<file path="src/rtl/output64_tx_pkg.sv">
// Shared constants and FSM encoding for the 64-bit word to UART byte serializer.
package output64_tx_pkg;

    localparam int WORD_W      = 64;
    localparam int ACK_TIMEOUT = 4;

    typedef enum logic [2:0] {
        IDLE      = 3'd0,
        SEND      = 3'd1,
        WAIT_ACK  = 3'd2,
        WAIT_DONE = 3'd3,
        FINISH    = 3'd4
    } state_e;

endpackage

</file>
<file path="src/rtl/output64_tx.sv">
// Serializes 64-bit words into bytes for a UART TX, with a one-word holding
// register so a word arriving mid-transmission is queued rather than lost.
module output64_tx
    import output64_tx_pkg::*;
#(
    parameter int NUM_BYTES = 8,
    parameter bit MSB_FIRST = 1'b1
) (
    input  logic              clk,
    input  logic              reset,
    input  logic [WORD_W-1:0] dataOut,
    input  logic              dataOutValid,
    input  logic              uart_tx_busy,
    output logic              uart_tx_en,
    output logic [7:0]        uart_tx_data,
    output logic              txBusy,
    output logic              dataOut64Done,
    output logic              dataDropped
);

    localparam logic [3:0] LAST_CNT = 4'(NUM_BYTES);
    localparam logic [2:0] ACK_LAST = 3'(ACK_TIMEOUT - 1);

    state_e            state_q, state_d;
    logic [WORD_W-1:0] shift_q, shift_d;
    logic [WORD_W-1:0] hold_q, hold_d;
    logic              pend_valid_q, pend_valid_d;
    logic [3:0]        byte_cnt_q, byte_cnt_d;
    logic [2:0]        ack_cnt_q, ack_cnt_d;
    logic              dropped_q, dropped_d;
    logic              tx_en;

    function automatic logic [7:0] cur_byte(input logic [WORD_W-1:0] s);
        if (MSB_FIRST) return s[WORD_W-1 -: 8];
        else           return s[7:0];
    endfunction

    function automatic logic [WORD_W-1:0] next_shift(input logic [WORD_W-1:0] s);
        if (MSB_FIRST) return {s[WORD_W-9:0], 8'h00};
        else           return {8'h00, s[WORD_W-1:8]};
    endfunction

    always_comb begin
        state_d      = state_q;
        shift_d      = shift_q;
        hold_d       = hold_q;
        pend_valid_d = pend_valid_q;
        byte_cnt_d   = byte_cnt_q;
        ack_cnt_d    = ack_cnt_q;
        dropped_d    = 1'b0;
        tx_en        = 1'b0;

        case (state_q)
            IDLE: begin
                if (pend_valid_q) begin
                    shift_d      = hold_q;
                    pend_valid_d = 1'b0;
                    state_d      = SEND;
                end else if (dataOutValid) begin
                    shift_d = dataOut;
                    state_d = SEND;
                end
            end
            SEND: begin
                if (!uart_tx_busy) begin
                    tx_en     = 1'b1;
                    ack_cnt_d = 3'd0;
                    state_d   = WAIT_ACK;
                end
            end
            WAIT_ACK: begin
                // A UART that never raised busy missed the strobe; resend the same byte.
                if (uart_tx_busy) begin
                    state_d = WAIT_DONE;
                end else if (ack_cnt_q == ACK_LAST) begin
                    state_d = SEND;
                end else begin
                    ack_cnt_d = ack_cnt_q + 3'd1;
                end
            end
            WAIT_DONE: begin
                if (!uart_tx_busy) begin
                    shift_d    = next_shift(shift_q);
                    byte_cnt_d = byte_cnt_q + 4'd1;
                    state_d    = (byte_cnt_d == LAST_CNT) ? FINISH : SEND;
                end
            end
            FINISH: begin
                byte_cnt_d = 4'd0;
                state_d    = IDLE;
            end
            default: state_d = IDLE;
        endcase

        // In IDLE the pending slot is freed this cycle, so a new word always fits there.
        if (dataOutValid && !(state_q == IDLE && !pend_valid_q)) begin
            if (!pend_valid_q || state_q == IDLE) begin
                hold_d       = dataOut;
                pend_valid_d = 1'b1;
            end else begin
                dropped_d = 1'b1;
            end
        end
    end

    always_ff @(posedge clk) begin
        if (reset) begin
            state_q      <= IDLE;
            shift_q      <= '0;
            hold_q       <= '0;
            pend_valid_q <= 1'b0;
            byte_cnt_q   <= 4'd0;
            ack_cnt_q    <= 3'd0;
            dropped_q    <= 1'b0;
        end else begin
            state_q      <= state_d;
            shift_q      <= shift_d;
            hold_q       <= hold_d;
            pend_valid_q <= pend_valid_d;
            byte_cnt_q   <= byte_cnt_d;
            ack_cnt_q    <= ack_cnt_d;
            dropped_q    <= dropped_d;
        end
    end

    assign uart_tx_en    = tx_en;
    assign uart_tx_data  = cur_byte(shift_q);
    assign txBusy        = (state_q != IDLE) || pend_valid_q;
    assign dataOut64Done = (state_q == FINISH);
    assign dataDropped   = dropped_q;

endmodule

</file>
<file path="config.mk">
export PLATFORM = sky130hd
export DESIGN_NAME = output64_tx
export DESIGN_NICKNAME = d
export VERILOG_FILES = /design/src/rtl/output64_tx_pkg.sv /design/src/rtl/output64_tx.sv
export SDC_FILE = /design/constraint.sdc
export NUM_CORES = 1
export LEC_CHECK = 0
export CORE_MARGIN = 2
export CORE_UTILIZATION = 47
export DETAILED_ROUTE_END_ITERATION = 7
export GPL_TIMING_DRIVEN = 0
export PLACE_DENSITY = 0.72
export SETUP_SLACK_MARGIN = 0.3
export SYNTH_ARGS = -nofsm -noshare
export SYNTH_HDL_FRONTEND = slang
export SYNTH_SLANG_ARGS = --single-unit
export TNS_END_PERCENT = 30
</file>
<file path="constraint.sdc">
create_clock -name clk -period 1.58 [get_ports clk]
set_input_delay 0.316 -clock clk [delete_from_list [all_inputs] [get_ports clk]]
set_output_delay 0.316 -clock clk [all_outputs]
set_load 0.01 [all_outputs]
</file>
==> metrics.cfg, run 1 <==
[clocking]
cts_buffers = 17
insertion_delay_ns = 0.44
clkTransAtPathRegs_ns = 0.06
numClockSinks = 140
ctsRootBufferMaster = clkbuf_16
ctsHoldBuffers = 0
clk_path_buf_depth = 2
htree_levels = 4
cts_tree = yes

[sta]
min_period_ns = 1.838
fin_crit_sh = 1.163
rsz0062_at_grt = true
max_freq_ghz = 0.5440
worst_slack_ns = -0.2582
worstMarginPinSlew_ns = 0.6122
relSlewSlack = 0.5919
whs_ns = 0.4509
finalHoldViolations = 0
finClkSkew_ns = 0.01211
setup_tns_ns = -18.64
slew_violations = 0
setup_viol = 127

[global_routing]
gr-total-overflow = 0
grt_max_degree = 17
grt_pass1_vias = 5978
grt_first_pass_wirelength_mm = 30.08
grt_use_total = 0.2562
antenna_found_initial = 0

[synth]
synth_area_leaders = dfxtp_1 42%, a21oi_1 10%, mux2i_1 9.8%
syn_inst = 801
synth_area_leader_cell = dfxtp_1
yosys.cell_types.count = 40
synth_edf_count = 0
ys_async_sr_fraction = 0
synth_ff_type = dfxtp_1
synth_area_um2 = 6743
synth_nets = 873
yosys_warnings = 0
synth_seq_cells = 140
yosysTopAreaCellShare = 0.4157
ys_seq_area_frac = 0.4157
avgSynthCellArea_um2 = 8.418

[hold_path]
min_path_cells = 3
hold_class = input port to register
worstHoldStart = dataOut[62]
hold_end = hold_q[62]

[placed_design]
post-dp-hpwl_mm = 12.19
place.gp.congestion = 0.8419
dpl.cell_count = 1060
portBuffers = 79

[route]
viasPerCell = 5.865
drt-total-wl_mm = 20.11
firstDrtPassIters = 5
wl_per_cell_um = 17.87
antenna_left = 0
drc = 0
dr_total_vias = 6598
drt_iter0_markers = 461

[layout]
syn2layout_area_growth_pct = 39.32
drive_gt1_frac = 0.2307
final_common_cell = dfxtp_1
final_cell_mix = 134 x dfxtp_1, 127 x nand2_1, 102 x a21oi_1
antenna_cells = 0
nets = 1005
stdcell_count = 1125
fillers = 1069
final_util = 0.6741

[worst_setup_path]
start_kind = register
r2r-start = state_q[0]
arrival_ns = 1.52
cp_max_fo = 4
endpoint_kind = output port
required_ns = 1.26
reg2reg_depth = 6
crit_type = register to output port
r2r_slack_ns = -0.23
startpoint = state_q[0]
r2r-end = hold_q[20]

[pwr]
powerDensity_nw_per_um2 = 1122
max-vdd-ir-drop_mv = 0.8216
p_leak_uw = 0.003542

[floorplanning]
initial_core_util = 0.4839
core_um2 = 13930
fp-row-count = 43
die_w_um = 123.8
die_h_um = 123.8
die_area_um2 = 15320
ios = 80

[status]
violations = negative setup slack
outcome = complete, but fails checks

[flow_run]
maxCapViolations = 0

worst max-delay path, cell delays in order, from the launching register on:
cell	delay [ns]
dfxtp_4	0.36
or4_4	0.58
buf_6	0.15
layout make-up:
cell class,count,area [um2],area share
tap,180,225.2,0.02397
inverter,2,7.507,0.0007991
multi-input combinational,573,3731,0.3972
clock buffer,19,452.9,0.04822
clock inverter,12,170.2,0.01811
buffer,87,810.8,0.08631
timing repair buffer,112,1179,0.1255
sequential,140,2818,0.2999
flip-flops by register name (all words and copies together) (netlist names):
register and count:
shift_q 64, byte_cnt_q 4, pend_valid_q 1, state_q 3, ack_cnt_q 3, dataDropped 1
hold_q 64
metal layers:
metal	track usage	wire, um	vias up
met3	0.06548	1422	46
met2	0.3997	9174	262
met1	0.3426	8927	3159
met4	0.09304	581	0
met5	0	0	-
li1	-	-	3131
synth_stat cells (all sizes together), types with 2 or more instances:
library cell  count
or4               9
or2               2
mux2i            66
nor3              3
o21ai            69
a22oi             2
nand3             2
inv               2
nand2           135
nand3b            3
ha                4
a2111o           56
dfxtp           140
clkbuf           41
buf              46
and2              4
nor2             67
nor2b             2
and3              2
a21oi           135
what timing repair did:
action / CTS / global route
pin swaps: 55 / 20
resized for setup: 172 / 60
hold endpoints to repair: 0 / 0
setup buffers: 12 / 7
gates cloned: 10 / 5
endpoints found under the setup margin: 152 / 151
worst max path at each step:
| stage | to | slack [ns] | cells past startpoint |
|---|---|---|---|
| after CTS | txBusy | -0.23 | 2 |
| after global routing | hold_q[21] | -0.28 | 6 |
| after detailed placement | dataOut64Done | -0.74 | 5 |
| after floorplan | hold_q[10] | 0.02 | 6 |
| final | txBusy | -0.26 | 2 |
| after global placement | dataOut64Done | -0.77 | 5 |
stage by stage:
step,area [um2],total power [uW],setup WS [ns]
2_1_floorplan,6753,5242,0.01932
3_3_place_gp,7769,5838,-0.7660
3_5_place_dp,7769,5868,-0.7447
4_1_cts,9075,10310,-0.2324
5_1_grt,9394,10910,-0.2846
6_report,9394,10540,-0.2582
kinds of logic (layout without fill, tap and decap cells):
logic type / count (synthesis) / after routing / share of synthesized area
multiplexers: 66 / 66 / 0.09798
adder cells (fa/ha/maj): 4 / 4 / 0.007423
AO/OA/AOI/OAI: 267 / 267 / 0.2531
buffers and inverters: 89 / 232 / 0.07627
AND/OR/NAND/NOR: 235 / 236 / 0.1496
flip-flops: 140 / 140 / 0.4157
report_power, final:
| group | total (uW) | internal, uW | leakage (uW) | switching (uW) |
|---|---|---|---|---|
| clock network | 4260 | 2700 | 0.000308 | 1560 |
| logic | 2250 | 1110 | 0.00209 | 1140 |
| registers | 4020 | 3850 | 0.00115 | 174 |
Power figures use the tool's default switching activity.
==> inputs of run 2 (changes only) <==
Settings changed: CAP_MARGIN from default to 20, GPL_TIMING_DRIVEN 0 to default.
==> metrics.cfg, run 2 (synthesis gave the netlist of run 1 again) <==
[layout]
reg_top3 = hold_q: 64 flops, shift_q: 64 flops, byte_cnt_q: 4 flops
fillers = 1074
final_util = 0.6533
final_common_cell = nand2_1
antenna_cells = 0
drive_gt1_frac = 0.2056
nets = 944
syn2layout_area_growth_pct = 35.02
final_cell_mix = 133 x nand2_1, 130 x dfxtp_1, 86 x a21oi_1

[clocking]
ctsHoldBuffers = 0
clk_path_buf_depth = 2
insertion_delay_ns = 0.42
cts_buffers = 17
htree_levels = 4
numClockSinks = 140
clkTransAtPathRegs_ns = 0.05
cts_tree = yes
ctsRootBufferMaster = clkbuf_16

[global_routing]
grt_max_degree = 70
grt_use_total = 0.2399
antenna_found_initial = 1
grt_pass1_vias = 5947
gr-total-overflow = 0
grt_first_pass_wirelength_mm = 28.57

[sta]
slew_violations = 0
finClkSkew_ns = 0.004619
relSlewSlack = 0.6287
worstMarginPinSlew_ns = 0.5569
min_period_ns = 1.790
fin_crit_sh = 1.133
finalHoldViolations = 0
max_freq_ghz = 0.5587
whs_ns = 0.1695
worst_slack_ns = -0.2100
setup_viol = 114
setup_tns_ns = -11.78
rsz0062_at_grt = true

[worst_setup_path]
critPathSlowestCell = or4_4
cp_num_buf_inv = 1
arrival_ns = 1.47
endpoint_kind = output port
max_stage_delay_ns = 0.57
crit_type = register to output port
r2r-start = state_q[0]
startpoint = state_q[0]
cp_max_fo = 3
start_kind = register
cp_cell_sequence = or4_4, buf_6
required_ns = 1.26
critPathTopFamily = simple AND/OR/NAND/NOR gates
reg2reg_depth = 6
path_depth = 2

[floorplanning]
die_h_um = 123.8
die_w_um = 123.8
initial_core_util = 0.4839
die_area_um2 = 15320
fp-row-count = 43
ios = 80
core_um2 = 13930

[route]
antenna_left = 0
viasPerCell = 5.817
dr_total_vias = 6195
drt_iter0_markers = 415
firstDrtPassIters = 5
drc = 0
wl_per_cell_um = 17.08
drt-total-wl_mm = 18.19

[hold_path]
worstHoldStart = reset
hold_class = input port to register
min_path_cells = 2

[pwr]
max-vdd-ir-drop_mv = 0.7239
finalPower_uw = 10350
p_leak_uw = 0.003364
powerDensity_nw_per_um2 = 1136

[placed_design]
pre_cts_ws_ns = -0.5297
portBuffers = 79
post-dp-hpwl_mm = 10.48
place.gp.congestion = 0.8662

[flow_run]
maxCapViolations = 0

[status]
outcome = complete, but fails checks
violations = negative setup slack

[run 2: cell types whose count changed in the layout (fill, tap and decap cells not counted), sizes merged, moves of 2 or more]
cell,before,now
bufbuf,1,3
a2bb2oi,1,4
clkbuf,61,28
clkinv,7,5
buf,89,62
[run 2: routing by layer]
metal | vias up | global-route usage | wire length (um)
met2 | 169 | 0.4011 | 8743
met5 | - | 0 | 13
li1 | 3021 | - | -
met1 | 2979 | 0.3073 | 8143
met3 | 24 | 0.06502 | 1051
met4 | 2 | 0.05966 | 235
[run 2: per-stage QoR]
step | cells | instance area [um2]
finish | 1065 | 9104
global route | 1065 | 9104
CTS | 1063 | 8912
detailed placement | 1012 | 7786
global placement | 1012 | 7786
floorplan | 801 | 6753
[run 2: worst register-to-register path, cell delays in order, from the launching register on]
cell	delay, ns
dfxtp_2	0.34
or4_4	0.57
buf_4	0.17
nand3_4	0.18
buf_12	0.20
nand2_1	0.07
a21oi_1	0.16
[run 2: worst paths after layout]
check | end | slack [ns]
worst max-delay path | txBusy | -0.21
worst min register to register | hold_q[49] | 0.45
worst max register to register | hold_q[0] | -0.19
worst min-delay path | ack_cnt_q[0] | 0.17
[run 2: area by class of cell]
type                       instances  area [um2]  area share
clock inverter                     8       115.1     0.01264
multi-input combinational        575        3807      0.4182
tap                              180       225.2     0.02474
sequential                       140        2820      0.3098
inverter                           2       7.507   0.0008246
timing repair buffer             136        1657      0.1820
clock buffer                      24       471.7     0.05181
[run 2: power breakdown]
part | total (uW) | switching, uW | internal (uW)
combinational | 2320 | 1120 | 1190
sequential | 4020 | 173 | 3850
clock | 4010 | 1460 | 2550
total | 10300 | 2750 | 7590
[run 2: timing repair]
item / in CTS / in global routing
pin swaps: 27 / 15
endpoints found under the setup margin: 149 / 142
gates resized for setup: 105 / 56
endpoints found under the hold margin: 0 / 0
buffers inserted: 6 / 1
gates cloned: 13 / 1
